File: src/rtl/conv2x2_host_pkg.sv
// Shared constants and types for the 2x2 convolution core host driver.
// The core's pin-level mode codes and the driver's sequencing states live here.
package conv2x2_host_pkg;

  localparam int NUM_TAPS = 4;
  localparam int BYTE_W   = 8;
  localparam int RES_W    = 9;
  localparam int VEC_W    = NUM_TAPS * BYTE_W;
  localparam int CNT_W    = 2;

  localparam logic [1:0] MODE_IN = 2'b00;
  localparam logic [1:0] MODE_WT = 2'b01;
  localparam logic [1:0] MODE_RD = 2'b10;

  typedef enum logic [2:0] {
    IDLE    = 3'd0,
    LOAD_W  = 3'd1,
    LOAD_I  = 3'd2,
    SETTLE  = 3'd3,
    CAPTURE = 3'd4
  } state_t;

  // Return word is {odd, conv[8]} on the high pins and conv[7:0] on the low pins.
  function automatic logic [RES_W-1:0] pack_result(input logic [BYTE_W-1:0] lo,
                                                   input logic [1:0]        hi);
    return {hi[0], lo};
  endfunction

  function automatic logic odd_mismatch(input logic returned, input logic expected);
    return returned ^ expected;
  endfunction

endpackage

File: src/rtl/conv2x2_byte_serializer.sv
// Emits a 32-bit word as four bytes, byte 0 first, as a registered byte stream.
// Shifting in zeros leaves the output at 0 once all bytes have gone out.
module conv2x2_byte_serializer
  import conv2x2_host_pkg::*;
(
  input  logic              clk,
  input  logic              rst_n,
  input  logic              i_load,
  input  logic              i_shift,
  input  logic [VEC_W-1:0]  i_vec,
  output logic [BYTE_W-1:0] o_byte,
  output logic              o_last
);

  logic [VEC_W-1:0] r_word;
  logic [CNT_W-1:0] r_cnt;

  // Load takes priority so a reload can replace the final shift of the previous word.
  always_ff @(posedge clk) begin
    if (!rst_n) begin
      r_word <= {VEC_W{1'b0}};
      r_cnt  <= {CNT_W{1'b0}};
    end else if (i_load) begin
      r_word <= i_vec;
      r_cnt  <= {CNT_W{1'b0}};
    end else if (i_shift) begin
      r_word <= {{BYTE_W{1'b0}}, r_word[VEC_W-1:BYTE_W]};
      r_cnt  <= r_cnt + {{(CNT_W-1){1'b0}}, 1'b1};
    end
  end

  assign o_byte = r_word[BYTE_W-1:0];
  assign o_last = (r_cnt == 2'd3);

endmodule

File: src/rtl/conv2x2_host_driver.sv
// Host initiator for the 2x2 convolution core: loads weights/inputs, reads the
// result, and checks the returned odd flag against a locally mirrored copy.
module conv2x2_host_driver
  import conv2x2_host_pkg::*;
#(
  parameter int PIN_LAT = 0
) (
  input  logic                clk,
  input  logic                rst_n,
  input  logic                start,
  input  logic                load_weights,
  input  logic [VEC_W-1:0]    in_vec,
  input  logic [VEC_W-1:0]    wt_vec,
  output logic                busy,
  output logic                done,
  output logic [RES_W-1:0]    result,
  output logic                parity_err,
  output logic [BYTE_W-1:0]   pin_data,
  output logic [1:0]          pin_mode,
  input  logic [BYTE_W-1:0]   pin_res_lo,
  input  logic [1:0]          pin_res_hi
);

  localparam logic [1:0] LAT_L = 2'(PIN_LAT);

  state_t           r_state, w_state_nxt;
  logic [1:0]       r_wait, w_wait_nxt;
  logic [1:0]       r_pin_mode, w_mode_nxt;
  logic [VEC_W-1:0] r_in_vec, w_ser_vec;
  logic             w_ser_load, w_ser_shift, w_ser_last;
  logic             w_accept, w_snap_en, w_capture;
  logic             r_exp_odd, r_exp_snap;
  logic             r_busy, r_done, r_parity_err;
  logic [RES_W-1:0] r_result;
  logic [BYTE_W-1:0] w_ser_byte;

  conv2x2_byte_serializer u_ser (
    .clk     (clk),
    .rst_n   (rst_n),
    .i_load  (w_ser_load),
    .i_shift (w_ser_shift),
    .i_vec   (w_ser_vec),
    .o_byte  (w_ser_byte),
    .o_last  (w_ser_last)
  );

  // Next-state and next pin mode; every non-loading cycle reads so core state is never disturbed.
  always_comb begin
    w_state_nxt = r_state;
    w_wait_nxt  = r_wait;
    w_mode_nxt  = MODE_RD;
    w_ser_load  = 1'b0;
    w_ser_shift = 1'b0;
    w_ser_vec   = r_in_vec;
    w_accept    = 1'b0;
    w_snap_en   = 1'b0;
    w_capture   = 1'b0;
    case (r_state)
      IDLE: begin
        if (start && !r_done) begin
          w_accept   = 1'b1;
          w_ser_load = 1'b1;
          if (load_weights) begin
            w_state_nxt = LOAD_W;
            w_mode_nxt  = MODE_WT;
            w_ser_vec   = wt_vec;
          end else begin
            w_state_nxt = LOAD_I;
            w_mode_nxt  = MODE_IN;
            w_ser_vec   = in_vec;
          end
        end else begin
          w_state_nxt = IDLE;
        end
      end
      LOAD_W: begin
        if (w_ser_last) begin
          w_state_nxt = LOAD_I;
          w_mode_nxt  = MODE_IN;
          w_ser_load  = 1'b1;
        end else begin
          w_mode_nxt  = MODE_WT;
          w_ser_shift = 1'b1;
        end
      end
      LOAD_I: begin
        w_ser_shift = 1'b1;
        if (w_ser_last) begin
          w_state_nxt = SETTLE;
          w_wait_nxt  = 2'd0;
        end else begin
          w_mode_nxt  = MODE_IN;
        end
      end
      SETTLE: begin
        // The second read after loading captures the fresh convolution.
        if (r_wait == 2'd1) begin
          w_snap_en   = 1'b1;
          w_state_nxt = CAPTURE;
          w_wait_nxt  = 2'd0;
        end else begin
          w_wait_nxt  = r_wait + 2'd1;
        end
      end
      CAPTURE: begin
        if (r_wait == LAT_L) begin
          w_capture   = 1'b1;
          w_state_nxt = IDLE;
        end else begin
          w_wait_nxt  = r_wait + 2'd1;
        end
      end
      default: begin
        w_state_nxt = IDLE;
      end
    endcase
  end

  // State, pin mode, odd mirror and result registers.
  always_ff @(posedge clk) begin
    if (!rst_n) begin
      r_state      <= IDLE;
      r_wait       <= 2'd0;
      r_pin_mode   <= MODE_IN;
      r_in_vec     <= {VEC_W{1'b0}};
      r_exp_odd    <= 1'b0;
      r_exp_snap   <= 1'b0;
      r_busy       <= 1'b0;
      r_done       <= 1'b0;
      r_result     <= {RES_W{1'b0}};
      r_parity_err <= 1'b0;
    end else begin
      r_state    <= w_state_nxt;
      r_wait     <= w_wait_nxt;
      r_pin_mode <= w_mode_nxt;
      r_done     <= w_capture;
      if (r_pin_mode == MODE_RD) r_exp_odd <= ~r_exp_odd;
      if (w_snap_en) r_exp_snap <= r_exp_odd;
      if (w_accept) r_in_vec <= in_vec;
      if (w_accept) r_busy <= 1'b1;
      else if (w_capture) r_busy <= 1'b0;
      if (w_capture) begin
        r_result     <= pack_result(pin_res_lo, pin_res_hi);
        r_parity_err <= odd_mismatch(pin_res_hi[1], r_exp_snap);
      end
    end
  end

  assign busy       = r_busy;
  assign done       = r_done;
  assign result     = r_result;
  assign parity_err = r_parity_err;
  assign pin_data   = w_ser_byte;
  assign pin_mode   = r_pin_mode;

endmodule

File: config.mk
export PLATFORM = sky130hd
export DESIGN_NAME = conv2x2_host_driver
export DESIGN_NICKNAME = d
export VERILOG_FILES = /design/src/rtl/conv2x2_host_pkg.sv /design/src/rtl/conv2x2_byte_serializer.sv /design/src/rtl/conv2x2_host_driver.sv
export SDC_FILE = /design/constraint.sdc
export NUM_CORES = 1
export LEC_CHECK = 0
export ABC_AREA = 1
export BUFFER_PORTS_ARGS = -buffer_cell sky130_fd_sc_hd__buf_4
export CORE_MARGIN = 2
export CORE_UTILIZATION = 49
export CTS_BUF_LIST = sky130_fd_sc_hd__clkbuf_2 sky130_fd_sc_hd__clkbuf_4 sky130_fd_sc_hd__clkbuf_8
export CTS_CLUSTER_DIAMETER = 40
export DETAILED_ROUTE_END_ITERATION = 10
export PLACE_DENSITY_LB_ADDON = 0.1
export SLEW_MARGIN = 25
export SYNTH_ARGS = -nofsm -noshare
export SYNTH_HDL_FRONTEND = slang
export SYNTH_HIERARCHICAL = 1
export SYNTH_SLANG_ARGS = --single-unit
File: constraint.sdc
create_clock -name clk -period 1.9 [get_ports clk]
set_input_delay 0.095 -clock clk [delete_from_list [all_inputs] [get_ports clk]]
set_output_delay 0.095 -clock clk [all_outputs]
set_load 0.05 [all_outputs]
==> results_dict.tcl <==
set metrics [dict create \
    path_common_cell "nand2_1" \
    holdPathEnd "result[7]" \
    io_pins 100 \
    postSynthCellCount 591 \
    r2r-end "u_ser/r_word[15]" \
    multi_input_area_sq_mm 0.00206 \
    p_comb_share_pct 41.3 \
    drc 0 \
    clock_skew_ns 0.0133 \
    whs_path_depth 3 \
    start_util_pct 50.0 \
    vdd_drop_max_uv 530 \
    path_class "reg -> reg" \
    synth_area_leader_cell "dfxtp_1" \
    p_leak_nw 2.41 \
    cts_tree "done" \
    synth-seq-area-share_pct 40.4 \
    drive_gt1_share_pct 24.3 \
    synthToLayoutAreaGrowth_pct 20.6 \
    core_area_sq_mm 0.00864 \
    nets 754 \
    antenna_cells 0 \
    synth_top_area_share_pct 40.4 \
    ctsRootBufferMaster "clkbuf_8" \
    ctsHoldBuffers 0 \
    setup_tns_ns 0 \
    dp_hpwl_microns 7380 \
    clock.fmax_ghz 0.578 \
    max-slew-margin-rel_pct 53.3 \
    status "finished clean" \
    hold_viol 0 \
    cts_buffers 9 \
    ys_warn_count 6 \
    routed_wl_microns 10300 \
    hold_class "in -> reg" \
    grtUsageMet2_pct 35.8 \
    power_switching_mw 2.50 \
    syn_area_per_cell_sq_um 7.30 \
    fin_crit_ns 1.73 \
    powerDensity_mw_per_mm2 1210 \
    drtAntennaViolNets 0 \
    worst_pin_slew_ns 0.699 \
    intPower_mw 3.82 \
    syn_area_sq_mm 0.00432 \
    min-delay-start "pin_res_lo[7]" \
    slowest_delay_ns 0.33 \
    use_met3_pct 5.44 \
    met1_usage_pct 28.0 \
    cp_max_fo 14 \
    reg2reg_depth 9 \
    busiest_layer "met2" \
    cts_buffer_depth 2 \
    gp_congestion 0.788 \
    period_share_pct 91.1 \
    rsz0062_at_grt "no" \
    antenna_found_initial 0 \
    grt_usage_pct 21.6 \
    cp-start-kind "flip-flop" \
    htree_levels 3 \
    vias 3941 \
    syn_nets 673 \
    cp-end-kind "flip-flop" \
    grt_max_degree 34 \
    p_total_mw 6.32 \
    grt_pass1_wl_microns 17300 \
    die_width_microns 97.8 \
    chipHeight_microns 97.8 \
    setup-violations-final 0 \
    grt_pass1_vias 3931 \
    dieArea_sq_mm 0.00957 \
    insertion_delay_ns 0.35 \
    cpLargestDelayFamily "simple AND/OR/NAND/NOR gates" \
    rrSetupSlack_ns 0.17 \
    r2r-start "u_ser/r_cnt[0]" \
    path_buf_inv 2 \
    first_pass_iters 5 \
    ys_top_cells_by_area "dfxtp_1 40%, nand2_1 20%, a21oi_1 7.4%" \
    path_clk_slew_ns 0.08 \
    finalMaxSlewViolations 0 \
    crit_required_ns 2.18 \
    fill_cells 863 \
    maxCapViolCount 0 \
    synth-seq-cells 87 \
    seqPwrFrac_pct 37.9 \
    ff_latch_area_sq_mm 0.00174 \
    avgViaCountPerCell 5.03 \
    placementRows 34 \
    crit_slowest_cell "dfxtp_1" \
    p_sw_share_pct 39.6 \
    cp_cell_sequence "ha_1 -> inv_1 -> nand3_1 -> nand2_2 -> buf_4 -> nand2_1 -> nand2_1 -> nand2_1 -> a21oi_2" \
    cts.sinks 87 \
    synth.distinct_cells 26 \
    port_buffers 99 \
    grt-ovfl-total 0 \
    power.share.clock_pct 20.8 \
    arrival_ns 2.01 \
    first_iter_violations 121 \
    wl_per_cell_microns 13.1 \
]
[kinds of logic (layout without fill, tap and decap cells)]
logic type,count (synthesis),after routing,synth area share [%]
AOI/OAI and AO/OA,115,115,17.9
xor gates and xnor gates,3,3,0.609
adders and majority gates,4,4,1.16
buffers and inverters,93,177,12.4
DFF,87,87,40.4
and+or+nand+nor,289,290,27.6
[routing by layer]
| metal | share of wire [%] | up-vias |
|---|---|---|
| met5 | 0 | - |
| met4 | 1.1 | 0 |
| met3 | 5.0 | 9 |
| met2 | 48 | 76 |
| met1 | 46 | 1813 |
| li1 | - | 2043 |
[cell usage after synthesis (all sizes together)]
| library cell | n |
|---|---|
| a21oi | 68 |
| buf | 35 |
| clkbuf | 8 |
| dfxtp | 87 |
| ha | 4 |
| inv | 50 |
| nand2 | 236 |
| nand3 | 32 |
| nand3b | 2 |
| nand4 | 1 |
| nor2 | 18 |
| o211ai | 32 |
| o21ai | 15 |
| xnor2 | 1 |
| xor2 | 2 |
[how the worst max path moves through the flow]
stage,startpoint,end,slack [ns],depth (start not counted)
after floorplan,done,u_ser/r_word[1],0.1,11
after global placement,r_state[1],u_ser/r_word[0],0.23,10
after detailed placement,u_ser/r_cnt[0],u_ser/r_word[23],0.19,9
after CTS,r_state[0],u_ser/r_word[15],0.17,10
after global routing,r_state[0],u_ser/r_word[15],0.002,10
final,u_ser/r_cnt[0],u_ser/r_word[15],0.17,9
[metrics by stage]
stage          cells  area (sq um)  setup slack (ns)  hold slack, ns  utilization (%)
5_1_grt          784          5200           0.00209          0.0305             60.3
4_1_cts          783          5180             0.171          0.0105             60.0
6_report         784          5200             0.168          0.0218             60.3
2_1_floorplan    591          4320            0.0963           0.193                -
3_5_place_dp     768          4980             0.186           0.386             57.6
3_3_place_gp     768          4980             0.231           0.371             57.6
[power by group through the flow]
| stage | clock network [mW] | logic (mW) | registers (mW) |
|---|---|---|---|
| after CTS | 1.35 | 2.56 | 2.40 |
| final | 1.32 | 2.61 | 2.40 |
| after global routing | 1.41 | 2.92 | 2.44 |
| after detailed placement | 0 | 2.56 | 2.43 |
| after floorplan | 0 | 2.11 | 2.47 |
| after global placement | 0 | 2.51 | 2.43 |
[sequential cells by signal, indices dropped and copies added (netlist names)]
register / cells
r_in_vec: 32
u_ser/r_word: 32
result: 9
r_state: 3
pin_mode: 2
r_wait: 2
u_ser/r_cnt: 2
busy: 1
done: 1
parity_err: 1
r_exp_odd: 1
r_exp_snap: 1
[cell usage in the layout, fill, tap and decap left out, types with 2 or more instances in the layout]
| cell type | n |
|---|---|
| nor2_4 | 2 |
| buf_4 | 110 |
| o21ai_0 | 14 |
| nand2_2 | 2 |
| inv_2 | 2 |
| nand3b_1 | 2 |
| nor2_8 | 2 |
| nor2_1 | 15 |
| inv_1 | 46 |
| clkbuf_8 | 11 |
| nand2_1 | 232 |
| buf_12 | 2 |
| a21oi_2 | 4 |
| nand2_4 | 2 |
| ha_1 | 4 |
| o211ai_2 | 20 |
| dfxtp_1 | 87 |
| a21oi_1 | 64 |
| xor2_1 | 2 |
| o211ai_1 | 12 |
| nand3_1 | 32 |
[worst register-to-register path, stage by stage (launching register included)]
cell and delay [ns]:
dfxtp_1 0.33, ha_1 0.19, inv_1 0.13, nand3_1 0.19, nand2_2 0.26, buf_4 0.25, nand2_1 0.07, nand2_1 0.06
nand2_1 0.07, a21oi_2 0.11
[cell type report]
| type | instances | share of cell area, % |
|---|---|---|
| Clock buffer | 12 | 3.05 |
| Clock inverter | 3 | 0.818 |
| Inverter | 50 | 3.75 |
| Multi-Input combinational cell | 412 | 39.7 |
| Sequential cell | 87 | 33.5 |
| Tap cell | 108 | 2.60 |
| Timing Repair Buffer | 112 | 16.6 |
[repair_timing]
action                     in CTS  in global routing
buffers inserted                0                  0
setup endpoints to repair       0                  6
gates resized for setup         0                  5
(Power assumes the default switching activity.)
